[src/rtl/axi_sram_arbiter_if.sv]
// Bundle of N single-ID-width AXI4 channels (AR, R, AW, W, B).
// The arbiter uses one instance with N=NM for the masters and one with N=1, IDW=8 for the SRAM
// slave wrapper.
// Modports:
//   master - drives AR/AW/W requests and R/B readies (the initiator side)
//   slave  - drives AR/AW/W readies and R/B responses (the target side)
interface axi_sram_arbiter_if #(
    parameter int unsigned N   = 1,
    parameter int unsigned IDW = 4
);
    logic [N-1:0][IDW-1:0] arid;
    logic [N-1:0][31:0]    araddr;
    logic [N-1:0][3:0]     arlen;
    logic [N-1:0][2:0]     arsize;
    logic [N-1:0][1:0]     arburst;
    logic [N-1:0]          arvalid;
    logic [N-1:0]          arready;

    logic [N-1:0][IDW-1:0] rid;
    logic [N-1:0][31:0]    rdata;
    logic [N-1:0][1:0]     rresp;
    logic [N-1:0]          rlast;
    logic [N-1:0]          rvalid;
    logic [N-1:0]          rready;

    logic [N-1:0][IDW-1:0] awid;
    logic [N-1:0][31:0]    awaddr;
    logic [N-1:0][3:0]     awlen;
    logic [N-1:0][2:0]     awsize;
    logic [N-1:0][1:0]     awburst;
    logic [N-1:0]          awvalid;
    logic [N-1:0]          awready;

    logic [N-1:0][31:0]    wdata;
    logic [N-1:0][3:0]     wstrb;
    logic [N-1:0]          wlast;
    logic [N-1:0]          wvalid;
    logic [N-1:0]          wready;

    logic [N-1:0][IDW-1:0] bid;
    logic [N-1:0][1:0]     bresp;
    logic [N-1:0]          bvalid;
    logic [N-1:0]          bready;

    modport master (
        output arid, araddr, arlen, arsize, arburst, arvalid,
        input  arready,
        input  rid, rdata, rresp, rlast, rvalid,
        output rready,
        output awid, awaddr, awlen, awsize, awburst, awvalid,
        input  awready,
        output wdata, wstrb, wlast, wvalid,
        input  wready,
        input  bid, bresp, bvalid,
        output bready
    );

    modport slave (
        input  arid, araddr, arlen, arsize, arburst, arvalid,
        output arready,
        output rid, rdata, rresp, rlast, rvalid,
        input  rready,
        input  awid, awaddr, awlen, awsize, awburst, awvalid,
        output awready,
        input  wdata, wstrb, wlast, wvalid,
        output wready,
        output bid, bresp, bvalid,
        input  bready
    );
endinterface

[src/rtl/axi_sram_arbiter.sv]
// Shares a single-transaction AXI SRAM slave between NM masters. One master owns the slave for a
// whole transaction (AR + all R beats, or AW + all W beats + B). Round-robin between masters,
// read before write within one master. Channels are forwarded combinationally, no buffering.
// Ports:
//   clk, rst_n - clock, asynchronous active-low reset
//   m          - master-side bundle (NM channels, IDW-bit IDs)
//   s          - slave-side bundle (1 channel, 8-bit IDs = {pad, master index, master ID})
//   grant      - one-hot granted master, 0 when idle
//   busy       - transaction in progress
//   prot_err   - sticky: LAST seen on a beat count that disagrees with the burst length
module axi_sram_arbiter #(
    parameter int unsigned NM  = 2,
    parameter int unsigned IDW = 4
) (
    input  logic                clk,
    input  logic                rst_n,
    axi_sram_arbiter_if.slave   m,
    axi_sram_arbiter_if.master  s,
    output logic [NM-1:0]       grant,
    output logic                busy,
    output logic                prot_err
);
    localparam int unsigned IW = (NM > 1) ? $clog2(NM) : 1;

    typedef enum logic [2:0] {StIdle, StRaddr, StRdata, StWaddr, StWdata, StWresp} state_e;

    state_e          state_q;
    logic [NM-1:0]   grant_q;
    logic [IW-1:0]   gidx_q;
    logic [IW-1:0]   rr_last_q;
    logic [3:0]      len_q;
    logic [3:0]      cnt_q;
    logic            prot_err_q;

    logic [NM-1:0]   req;
    logic [IW-1:0]   win;
    logic            found;
    logic [1:0]      gidx2;

    assign req      = m.arvalid | m.awvalid;
    assign gidx2    = 2'(gidx_q);
    assign grant    = grant_q;
    assign busy     = (state_q != StIdle);
    assign prot_err = prot_err_q;

    // First requester after the last served master, wrapping modulo NM.
    always_comb begin
        win   = '0;
        found = 1'b0;
        for (int k = 1; k <= int'(NM); k++) begin
            if (!found && req[(int'(rr_last_q) + k) % int'(NM)]) begin
                win   = IW'((int'(rr_last_q) + k) % int'(NM));
                found = 1'b1;
            end
        end
    end

    always_ff @(posedge clk or negedge rst_n) begin
        if (!rst_n) begin
            state_q    <= StIdle;
            grant_q    <= '0;
            gidx_q     <= '0;
            rr_last_q  <= IW'(NM - 1);
            len_q      <= '0;
            cnt_q      <= '0;
            prot_err_q <= 1'b0;
        end else begin
            case (state_q)
                StIdle: begin
                    if (found) begin
                        gidx_q       <= win;
                        grant_q      <= '0;
                        grant_q[win] <= 1'b1;
                        state_q      <= m.arvalid[win] ? StRaddr : StWaddr;
                    end
                end
                StRaddr: begin
                    if (s.arvalid[0] && s.arready[0]) begin
                        len_q   <= m.arlen[gidx_q];
                        cnt_q   <= '0;
                        state_q <= StRdata;
                    end
                end
                StRdata: begin
                    if (s.rvalid[0] && s.rready[0]) begin
                        cnt_q <= cnt_q + 4'd1;
                        if (s.rlast[0]) begin
                            // cnt_q still holds the index of this beat.
                            if (cnt_q != len_q) prot_err_q <= 1'b1;
                            rr_last_q <= gidx_q;
                            grant_q   <= '0;
                            state_q   <= StIdle;
                        end
                    end
                end
                StWaddr: begin
                    if (s.awvalid[0] && s.awready[0]) begin
                        len_q   <= m.awlen[gidx_q];
                        cnt_q   <= '0;
                        state_q <= StWdata;
                    end
                end
                StWdata: begin
                    if (s.wvalid[0] && s.wready[0]) begin
                        cnt_q <= cnt_q + 4'd1;
                        if (s.wlast[0]) begin
                            if (cnt_q != len_q) prot_err_q <= 1'b1;
                            state_q <= StWresp;
                        end
                    end
                end
                StWresp: begin
                    if (s.bvalid[0] && s.bready[0]) begin
                        rr_last_q <= gidx_q;
                        grant_q   <= '0;
                        state_q   <= StIdle;
                    end
                end
                default: state_q <= StIdle;
            endcase
        end
    end

    // Channel routing: everything is zero unless the state owns that channel, so reset
    // (state = StIdle) silences all outputs immediately.
    always_comb begin
        m.arready = '0;
        m.awready = '0;
        m.wready  = '0;
        m.rid     = '0;
        m.rdata   = '0;
        m.rresp   = '0;
        m.rlast   = '0;
        m.rvalid  = '0;
        m.bid     = '0;
        m.bresp   = '0;
        m.bvalid  = '0;
        s.arid    = '0;
        s.araddr  = '0;
        s.arlen   = '0;
        s.arsize  = '0;
        s.arburst = '0;
        s.arvalid = '0;
        s.awid    = '0;
        s.awaddr  = '0;
        s.awlen   = '0;
        s.awsize  = '0;
        s.awburst = '0;
        s.awvalid = '0;
        s.wdata   = '0;
        s.wstrb   = '0;
        s.wlast   = '0;
        s.wvalid  = '0;
        s.rready  = '0;
        s.bready  = '0;
        case (state_q)
            StRaddr: begin
                s.arid[0]         = 8'({gidx2, m.arid[gidx_q]});
                s.araddr[0]       = m.araddr[gidx_q];
                s.arlen[0]        = m.arlen[gidx_q];
                s.arsize[0]       = m.arsize[gidx_q];
                s.arburst[0]      = m.arburst[gidx_q];
                s.arvalid[0]      = m.arvalid[gidx_q];
                m.arready[gidx_q] = s.arready[0];
            end
            StRdata: begin
                m.rid[gidx_q]    = s.rid[0][IDW-1:0];
                m.rdata[gidx_q]  = s.rdata[0];
                m.rresp[gidx_q]  = s.rresp[0];
                m.rlast[gidx_q]  = s.rlast[0];
                m.rvalid[gidx_q] = s.rvalid[0];
                s.rready[0]      = m.rready[gidx_q];
            end
            StWaddr: begin
                s.awid[0]         = 8'({gidx2, m.awid[gidx_q]});
                s.awaddr[0]       = m.awaddr[gidx_q];
                s.awlen[0]        = m.awlen[gidx_q];
                s.awsize[0]       = m.awsize[gidx_q];
                s.awburst[0]      = m.awburst[gidx_q];
                s.awvalid[0]      = m.awvalid[gidx_q];
                m.awready[gidx_q] = s.awready[0];
            end
            StWdata: begin
                s.wdata[0]       = m.wdata[gidx_q];
                s.wstrb[0]       = m.wstrb[gidx_q];
                s.wlast[0]       = m.wlast[gidx_q];
                s.wvalid[0]      = m.wvalid[gidx_q];
                m.wready[gidx_q] = s.wready[0];
            end
            StWresp: begin
                m.bid[gidx_q]    = s.bid[0][IDW-1:0];
                m.bresp[gidx_q]  = s.bresp[0];
                m.bvalid[gidx_q] = s.bvalid[0];
                s.bready[0]      = m.bready[gidx_q];
            end
            default: ;
        endcase
    end
endmodule

[src/flat_wrapper.sv]
// flat-port wrapper written by rule: the top's interface ports become plain ports
module axi_sram_arbiter_flat 
#(
    parameter int unsigned NM  = 2,
    parameter int unsigned IDW = 4
)
  (clk, rst_n, grant, busy, prot_err, m_arid, m_araddr, m_arlen, m_arsize, m_arburst, m_arvalid, m_arready, m_rid, m_rdata, m_rresp, m_rlast, m_rvalid, m_rready, m_awid, m_awaddr, m_awlen, m_awsize, m_awburst, m_awvalid, m_awready, m_wdata, m_wstrb, m_wlast, m_wvalid, m_wready, m_bid, m_bresp, m_bvalid, m_bready, s_arid, s_araddr, s_arlen, s_arsize, s_arburst, s_arvalid, s_arready, s_rid, s_rdata, s_rresp, s_rlast, s_rvalid, s_rready, s_awid, s_awaddr, s_awlen, s_awsize, s_awburst, s_awvalid, s_awready, s_wdata, s_wstrb, s_wlast, s_wvalid, s_wready, s_bid, s_bresp, s_bvalid, s_bready);
  axi_sram_arbiter_if #(.N(2), .IDW(IDW)) m_i ();
  axi_sram_arbiter_if #(.N(1), .IDW(IDW)) s_i ();
  input  logic clk;
  input  logic rst_n;
  output logic [NM-1:0] grant;
  output logic busy;
  output logic prot_err;
  input wire logic [$bits(m_i.arid)-1:0] m_arid;
  input wire logic [$bits(m_i.araddr)-1:0] m_araddr;
  input wire logic [$bits(m_i.arlen)-1:0] m_arlen;
  input wire logic [$bits(m_i.arsize)-1:0] m_arsize;
  input wire logic [$bits(m_i.arburst)-1:0] m_arburst;
  input wire logic [$bits(m_i.arvalid)-1:0] m_arvalid;
  output wire logic [$bits(m_i.arready)-1:0] m_arready;
  output wire logic [$bits(m_i.rid)-1:0] m_rid;
  output wire logic [$bits(m_i.rdata)-1:0] m_rdata;
  output wire logic [$bits(m_i.rresp)-1:0] m_rresp;
  output wire logic [$bits(m_i.rlast)-1:0] m_rlast;
  output wire logic [$bits(m_i.rvalid)-1:0] m_rvalid;
  input wire logic [$bits(m_i.rready)-1:0] m_rready;
  input wire logic [$bits(m_i.awid)-1:0] m_awid;
  input wire logic [$bits(m_i.awaddr)-1:0] m_awaddr;
  input wire logic [$bits(m_i.awlen)-1:0] m_awlen;
  input wire logic [$bits(m_i.awsize)-1:0] m_awsize;
  input wire logic [$bits(m_i.awburst)-1:0] m_awburst;
  input wire logic [$bits(m_i.awvalid)-1:0] m_awvalid;
  output wire logic [$bits(m_i.awready)-1:0] m_awready;
  input wire logic [$bits(m_i.wdata)-1:0] m_wdata;
  input wire logic [$bits(m_i.wstrb)-1:0] m_wstrb;
  input wire logic [$bits(m_i.wlast)-1:0] m_wlast;
  input wire logic [$bits(m_i.wvalid)-1:0] m_wvalid;
  output wire logic [$bits(m_i.wready)-1:0] m_wready;
  output wire logic [$bits(m_i.bid)-1:0] m_bid;
  output wire logic [$bits(m_i.bresp)-1:0] m_bresp;
  output wire logic [$bits(m_i.bvalid)-1:0] m_bvalid;
  input wire logic [$bits(m_i.bready)-1:0] m_bready;
  output wire logic [$bits(s_i.arid)-1:0] s_arid;
  output wire logic [$bits(s_i.araddr)-1:0] s_araddr;
  output wire logic [$bits(s_i.arlen)-1:0] s_arlen;
  output wire logic [$bits(s_i.arsize)-1:0] s_arsize;
  output wire logic [$bits(s_i.arburst)-1:0] s_arburst;
  output wire logic [$bits(s_i.arvalid)-1:0] s_arvalid;
  input wire logic [$bits(s_i.arready)-1:0] s_arready;
  input wire logic [$bits(s_i.rid)-1:0] s_rid;
  input wire logic [$bits(s_i.rdata)-1:0] s_rdata;
  input wire logic [$bits(s_i.rresp)-1:0] s_rresp;
  input wire logic [$bits(s_i.rlast)-1:0] s_rlast;
  input wire logic [$bits(s_i.rvalid)-1:0] s_rvalid;
  output wire logic [$bits(s_i.rready)-1:0] s_rready;
  output wire logic [$bits(s_i.awid)-1:0] s_awid;
  output wire logic [$bits(s_i.awaddr)-1:0] s_awaddr;
  output wire logic [$bits(s_i.awlen)-1:0] s_awlen;
  output wire logic [$bits(s_i.awsize)-1:0] s_awsize;
  output wire logic [$bits(s_i.awburst)-1:0] s_awburst;
  output wire logic [$bits(s_i.awvalid)-1:0] s_awvalid;
  input wire logic [$bits(s_i.awready)-1:0] s_awready;
  output wire logic [$bits(s_i.wdata)-1:0] s_wdata;
  output wire logic [$bits(s_i.wstrb)-1:0] s_wstrb;
  output wire logic [$bits(s_i.wlast)-1:0] s_wlast;
  output wire logic [$bits(s_i.wvalid)-1:0] s_wvalid;
  input wire logic [$bits(s_i.wready)-1:0] s_wready;
  input wire logic [$bits(s_i.bid)-1:0] s_bid;
  input wire logic [$bits(s_i.bresp)-1:0] s_bresp;
  input wire logic [$bits(s_i.bvalid)-1:0] s_bvalid;
  output wire logic [$bits(s_i.bready)-1:0] s_bready;
  assign m_i.arid = m_arid;
  assign m_i.araddr = m_araddr;
  assign m_i.arlen = m_arlen;
  assign m_i.arsize = m_arsize;
  assign m_i.arburst = m_arburst;
  assign m_i.arvalid = m_arvalid;
  assign m_arready = m_i.arready;
  assign m_rid = m_i.rid;
  assign m_rdata = m_i.rdata;
  assign m_rresp = m_i.rresp;
  assign m_rlast = m_i.rlast;
  assign m_rvalid = m_i.rvalid;
  assign m_i.rready = m_rready;
  assign m_i.awid = m_awid;
  assign m_i.awaddr = m_awaddr;
  assign m_i.awlen = m_awlen;
  assign m_i.awsize = m_awsize;
  assign m_i.awburst = m_awburst;
  assign m_i.awvalid = m_awvalid;
  assign m_awready = m_i.awready;
  assign m_i.wdata = m_wdata;
  assign m_i.wstrb = m_wstrb;
  assign m_i.wlast = m_wlast;
  assign m_i.wvalid = m_wvalid;
  assign m_wready = m_i.wready;
  assign m_bid = m_i.bid;
  assign m_bresp = m_i.bresp;
  assign m_bvalid = m_i.bvalid;
  assign m_i.bready = m_bready;
  assign s_arid = s_i.arid;
  assign s_araddr = s_i.araddr;
  assign s_arlen = s_i.arlen;
  assign s_arsize = s_i.arsize;
  assign s_arburst = s_i.arburst;
  assign s_arvalid = s_i.arvalid;
  assign s_i.arready = s_arready;
  assign s_i.rid = s_rid;
  assign s_i.rdata = s_rdata;
  assign s_i.rresp = s_rresp;
  assign s_i.rlast = s_rlast;
  assign s_i.rvalid = s_rvalid;
  assign s_rready = s_i.rready;
  assign s_awid = s_i.awid;
  assign s_awaddr = s_i.awaddr;
  assign s_awlen = s_i.awlen;
  assign s_awsize = s_i.awsize;
  assign s_awburst = s_i.awburst;
  assign s_awvalid = s_i.awvalid;
  assign s_i.awready = s_awready;
  assign s_wdata = s_i.wdata;
  assign s_wstrb = s_i.wstrb;
  assign s_wlast = s_i.wlast;
  assign s_wvalid = s_i.wvalid;
  assign s_i.wready = s_wready;
  assign s_i.bid = s_bid;
  assign s_i.bresp = s_bresp;
  assign s_i.bvalid = s_bvalid;
  assign s_bready = s_i.bready;
  axi_sram_arbiter #(.NM(NM), .IDW(IDW)) u_core (.clk(clk), .rst_n(rst_n), .m(m_i), .s(s_i), .grant(grant), .busy(busy), .prot_err(prot_err));
endmodule
[config.mk]
export PLATFORM = sky130hd
export DESIGN_NAME = axi_sram_arbiter_flat
export DESIGN_NICKNAME = d
export VERILOG_FILES = /design/src/rtl/axi_sram_arbiter_if.sv /design/src/rtl/axi_sram_arbiter.sv /design/src/flat_wrapper.sv
export SDC_FILE = /design/constraint.sdc
export NUM_CORES = 1
export LEC_CHECK = 0
export CAP_MARGIN = 15
export CORE_AREA = 4 4 216 218
export CTS_BUF_LIST = sky130_fd_sc_hd__clkbuf_4 sky130_fd_sc_hd__clkbuf_8 sky130_fd_sc_hd__clkbuf_16
export DETAILED_ROUTE_END_ITERATION = 10
export DIE_AREA = 0 0 220 222
export PLACE_DENSITY_LB_ADDON = 0.25
export SYNTH_ARGS = -nofsm -noshare
export SYNTH_HDL_FRONTEND = slang
export SYNTH_SLANG_ARGS = --single-unit
[constraint.sdc]
create_clock -name clk -period 2 [get_ports clk]
set_clock_uncertainty 0.1 [all_clocks]
set_input_delay 0.6 -clock clk [delete_from_list [all_inputs] [get_ports clk]]
set_output_delay 0.6 -clock clk [all_outputs]
set_load 0.005 [all_outputs]
======== Yosys cells after proc, flatten, opt, wreduce, memory -nomap -nowiden ========
Cells that the tools add are included.
cells by class
  reductions and logical operators ........ 23
  mux-type cells .......................... 120
  equality and inequality tests ........... 14
  $lt $le $gt $ge ......................... 6
  add/sub/neg operators ................... 3
  bitwise operators ....................... 14
operators with widths
  operator            count
  $mux 32             10
  $mux 4              24
  $and 64x64->64      1
  $mux 64             1
  $mux 3              14
  $mux 1              40
  $mux 2              18
  $demux 32 s1        1
  $pmux 3 s6          1
  $and 8x8->8         2
  $mux 8              2
  $pmux 4 s4          1
  $reduce_and 5->1    3
  $and 2x2->2         6
  $ne 2x1->1 const B  6
  $and 4x4->4         2
  $logic_and 1x1->1   8
  $pmux 4 s2          1
  $reduce_and 8->1    1
  $eq 3x2->1 const B  2
  $eq 3x3->1 const B  2
  $lt 2x3->1 const B  2
  $pmux 2 s3          1
  $reduce_bool 2->1   3
  20 further kinds    28
word-level totals
  bits of input ports ..................... 316
  flip-flop bits (word level) ............. 16
  output and inout port bits .............. 236

======== Longest topological paths before layout ========
  depth after elaboration ................. 15
  mapped depth ............................ 7
  gate-level depth less buffers ........... 5

======== Worst setup path before layout ========
Ideal clock, no wire load.
  kind .................................... reg-to-output
  start point ............................. register u_core.gidx_q
  end point ............................... output port s_wdata[25]
  data arrival time ....................... 1.409 ns
  required time ........................... 1.300 ns
  setup slack ............................. -0.109 ns
  cell stages (with the launch flop) ...... 7
  path through ............................ dfrtp_1 buf_6 buf_4 buf_2 buf_2 mux2i_1 nor2_1
on the way
  longest elaborated chain between the ends .. 3
RTL lines
  element                                     RTL line                 source
  start, declared                             axi_sram_arbiter.sv:29   logic [IW-1:0] gidx_q;
  start signal, assigned                      axi_sram_arbiter.sv:71   gidx_q <= win;
  $mux 32 (not written as such) (2 in a row)  axi_sram_arbiter.sv:184  s.wdata[0] = m.wdata[gidx_q];
  $mux 32                                     axi_sram_arbiter.sv:156  case (state_q)
  end, declared                               flat_wrapper.sv:64       output wire logic [$bits(s_i.wdata)-1:0] s_wdata;
No other way between the ends. The select of a mux whose other input is x is not followed.

======== Worst setup path after layout ========
  start point ............................. register u_core.state_q[2]
  end point ............................... output port m_rdata[29]
on the way
  longest elaborated chain between the ends .. 2
RTL lines
  element                 RTL line                 source
  start, declared         axi_sram_arbiter.sv:27   state_e state_q;
  start signal, assigned  axi_sram_arbiter.sv:60   state_q <= StIdle;
  start signal, assigned  axi_sram_arbiter.sv:74   state_q <= m.arvalid[win] ? StRaddr : StWaddr;
  start signal, assigned  axi_sram_arbiter.sv:81   state_q <= StRdata;
  $eq 3x2->1              axi_sram_arbiter.sv:156
  $mux 64                 axi_sram_arbiter.sv:156
  end, declared           flat_wrapper.sv:23       output wire logic [$bits(m_i.rdata)-1:0] m_rdata;
No other way between the ends.

==> insert_results.sql <==
INSERT INTO impl_metrics (metric_group, metric, value, unit) VALUES
('status', 'run_status', 'finished with violations', ''),
('status', 'failing_checks', 'negative setup slack', ''),
('power_and_ir_drop', 'powerDensity', '1170', 'mW/mm^2'),
('timing', 'finalWorstSetupSlack', '-634', 'ps'),
('setup_path', 'worst_ep_required_time', '1300', 'ps'),
('drt', 'postRouteAntennaNets', '0', ''),
('timing', 'max_fclk', '0.380', 'GHz'),
('timing', 'finalCriticalPeriod', '2630', 'ps'),
('worst_hold_path', 'worstHoldStart', 'u_core.prot_err$_DFFE_PN0P_', ''),
('setup_path', 'worst_path_dominant_cell_family', 'buffers and inverters', ''),
('setup_path', 'path_depth', '11', ''),
('cts', 'h-tree-depth', '1', ''),
('cts', 'cts_tree', 'done', ''),
('yosys', 'synth_enable_flop_cells', '0', ''),
('yosys', 'synth_xor_area_frac', '0.00928', ''),
('setup_path', 'crit_type', 'register to primary output', ''),
('place', 'detailedPlacementHpwl', '27700', 'um'),
('yosys', 'dominant_combinational_cell_family_by_area_after_synthesis', 'multiplexers', ''),
('yosys', 'yosysWarnings', '0', ''),
('setup_path', 'reg2reg_slack', '-470', 'ps'),
('yosys', 'yosysTopAreaCellShare', '0.345', ''),
('place', 'place_inst', '1726', ''),
('floorplanning', 'placementRows', '78', ''),
('place', 'gp_congestion', '0.828', ''),
('floorplanning', 'die_area', '0.0488', 'mm^2'),
('timing', 'post-route-period-util', '1.32', ''),
('cts', 'cts_buffers', '3', ''),
('yosys', 'synth_commonest_cells', 'sky130_fd_sc_hd__nor2_1, sky130_fd_sc_hd__mux2i_1, sky130_fd_sc_hd__and2_1', ''),
('power_and_ir_drop', 'cellLeakagePower', '6.34', 'nW'),
('final_layout', 'layout-area-overhead-vs-synth', '285', '%'),
('yosys', 'async_reset_ff_frac', '1.00', ''),
('global_routing', 'grt.total_usage', '0.134', ''),
('yosys', 'ys.flop_type', 'sky130_fd_sc_hd__dfrtp_1', ''),
('yosys', 'postSynthRegisterBits', '16', ''),
('final_layout', 'antenna-diode-count', '0', ''),
('global_routing', 'grt-ovfl-total', '0', ''),
('floorplanning', 'fp.dieW', '220', 'um'),
('place', 'port-buffer-count', '551', ''),
('cts', 'count_of_hold_fix_buffers_inserted_at_cts', '0', ''),
('global_routing', 'via_count_of_the_first_global_routing_pass', '7334', ''),
('setup_path', 'cp.arrival', '1930', 'ps'),
('setup_path', 'reg2reg_depth', '10', ''),
('yosys', 'synth_adder_area_share', '0.00332', ''),
('floorplanning', 'die_h', '222', 'um'),
('setup_path', 'worstPathCellList', 'nor2_4 > nand2_4 > buf_6 > nor2_4 > buf_12 > buf_12 > buf_8 > buf_16 > buf_8 > and2_4 > buf_6', ''),
('final_layout', 'stdcell_count', '1898', ''),
('power_and_ir_drop', 'total_power', '17.1', 'mW'),
('timing', 'worst_pin_slew', '493', 'ps'),
('power_and_ir_drop', 'vdd_ir_drop_max', '0.585', 'mV'),
('drt', 'number_of_violations_reported_at_the_end_of_detailed_routing_iteration_0', '109', ''),
('drt', 'via_count', '6982', ''),
('setup_path', 'critPathLaunchType', 'register', ''),
('timing', 'final_hold_viol_count', '0', ''),
('yosys', 'sequential_fraction_of_the_synthesis_area', '0.106', ''),
('yosys', 'post_synth_main_area_contributors', 'sky130_fd_sc_hd__mux2i_1, sky130_fd_sc_hd__nor2_1, sky130_fd_sc_hd__and2_1', ''),
('global_routing', 'grt_max_degree', '30', ''),
('timing', 'max_slew_margin', '0.671', ''),
('timing', 'setup_violations', '249', ''),
('drt', 'route.detailed.drc', '0', ''),
('setup_path', 'timing.critical_path.slowest_cell_delay', '450', 'ps'),
('drt', 'vias_per_cell', '3.68', ''),
('floorplanning', 'initial_utilization', '0.0841', ''),
('setup_path', 'setup.worst_path.end_class', 'primary output', ''),
('setup_path', 'worst_setup_path_startpoint', 'u_core.state_q[2]$_DFFE_PN0P_', ''),
('yosys', 'leading_area_contributor_after_synthesis', 'sky130_fd_sc_hd__mux2i_1', ''),
('drt', 'detailedRoute.firstPassIterationCount', '4', ''),
('drt', 'detail_route.wl_per_cell', '20.6', 'um'),
('setup_path', 'reg2reg_to', 'u_core.cnt_q[3]$_DFFE_PN0P_', ''),
('yosys', 'synthesis.area_per_instance', '7.24', 'um^2'),
('cts', 'bufs_on_longest_clock_path', '2', ''),
('setup_path', 'crit_path_max_fanout', '6', '');
## cell usage in the layout, fill, tap and decap left out, types with 5 or more instances in the layout
cell type	instances
sky130_fd_sc_hd__clkbuf_16	13
sky130_fd_sc_hd__mux2_4	9
sky130_fd_sc_hd__a21oi_1	5
sky130_fd_sc_hd__buf_2	115
sky130_fd_sc_hd__dfrtp_1	12
sky130_fd_sc_hd__nor2_2	21
sky130_fd_sc_hd__mux2i_2	30
sky130_fd_sc_hd__nor2_4	95
sky130_fd_sc_hd__buf_12	30
sky130_fd_sc_hd__clkbuf_2	6
sky130_fd_sc_hd__nor2_1	22
sky130_fd_sc_hd__buf_16	10
sky130_fd_sc_hd__and3_4	16
sky130_fd_sc_hd__buf_6	214
sky130_fd_sc_hd__buf_8	33
sky130_fd_sc_hd__and2_4	48
sky130_fd_sc_hd__and2_1	35
sky130_fd_sc_hd__mux2i_4	31
sky130_fd_sc_hd__o21ai_2	5
sky130_fd_sc_hd__clkdlybuf4s50_1	313
sky130_fd_sc_hd__mux2i_1	69
sky130_fd_sc_hd__buf_4	81
sky130_fd_sc_hd__nand2_1	6
## layer usage
| layer | up-vias | part of all wire | track usage |
|---|---|---|---|
| met5 | - | 0 | 0 |
| met4 | 0 | 0.025 | 0.0294 |
| met3 | 28 | 0.077 | 0.0319 |
| met2 | 364 | 0.53 | 0.258 |
| met1 | 3251 | 0.37 | 0.146 |
| li1 | 3339 | - | - |
## cell type report
type	instances	area, um^2
timing repair buffer	817	8430
inverter	4	15.0
multi-input combinational	457	4860
fill	4681	30300
sequential	16	408
tap	600	751
clock buffer	4	88.8
## state kept, by name, summed over array words and instances, names as in the netlist
signal            count
u_core.cnt_q          4
u_core.gidx_q         1
u_core.grant          2
u_core.len_q          4
u_core.prot_err       1
u_core.rr_last_q      1
u_core.state_q        3
## logic make-up (layout without fill, tap and decap cells)
family                     after synthesis  count (layout)
muxes                                  144             144
adders and majority gates                1               1
AOI/OAI and AO/OA                       31              31
DFF                                     16              16
xor gates and xnor gates                 4               4
and+or+nand+nor                        277             277
buffers and inverters                   48             825
## stage by stage
step                area (um^2)  hold WS [ps]  TNS, ps
floorplan                  3810           204    -4350
global placement          10800           366  -120710
finish                    14500           387  -105920
CTS                       12400           380  -113530
detailed placement        10800           368  -121910
global route              14500           393  -123680
## worst reg2reg max path, cell delays in order, from the launching register on
cell                       delay, ps
sky130_fd_sc_hd__dfrtp_2         450
sky130_fd_sc_hd__or3b_4          420
sky130_fd_sc_hd__buf_12          150
sky130_fd_sc_hd__buf_16          140
sky130_fd_sc_hd__buf_12          130
sky130_fd_sc_hd__buf_6           110
sky130_fd_sc_hd__nor3b_2         140
sky130_fd_sc_hd__buf_4           170
sky130_fd_sc_hd__o311ai_4        120
sky130_fd_sc_hd__or2_4           290
sky130_fd_sc_hd__o31ai_4         150
## worst min path at each step
stage               slack [ps]  cells after the start                           to
detailed placement         370                      1  u_core.prot_err$_DFFE_PN0P_
floorplan                  200                      0  u_core.cnt_q[0]$_DFFE_PN0P_
finish                     390                      1  u_core.prot_err$_DFFE_PN0P_
global placement           370                      1  u_core.prot_err$_DFFE_PN0P_
global route               390                      1  u_core.prot_err$_DFFE_PN0P_
CTS                        380                      1  u_core.prot_err$_DFFE_PN0P_
## power by group
group	internal (mW)	switching, mW	leakage, nW
clock	0.304	0.130	0.0442
combinational	9.43	6.55	6.11
sequential	0.479	0.166	0.191
## repair_timing
item	4_1_cts	5_1_grt
buffers inserted	87	96
resized for setup	968	708
setup endpoints to repair	248	249
gates cloned	15	12
pin swaps	67	122
Power figures use the tool's default switching activity.
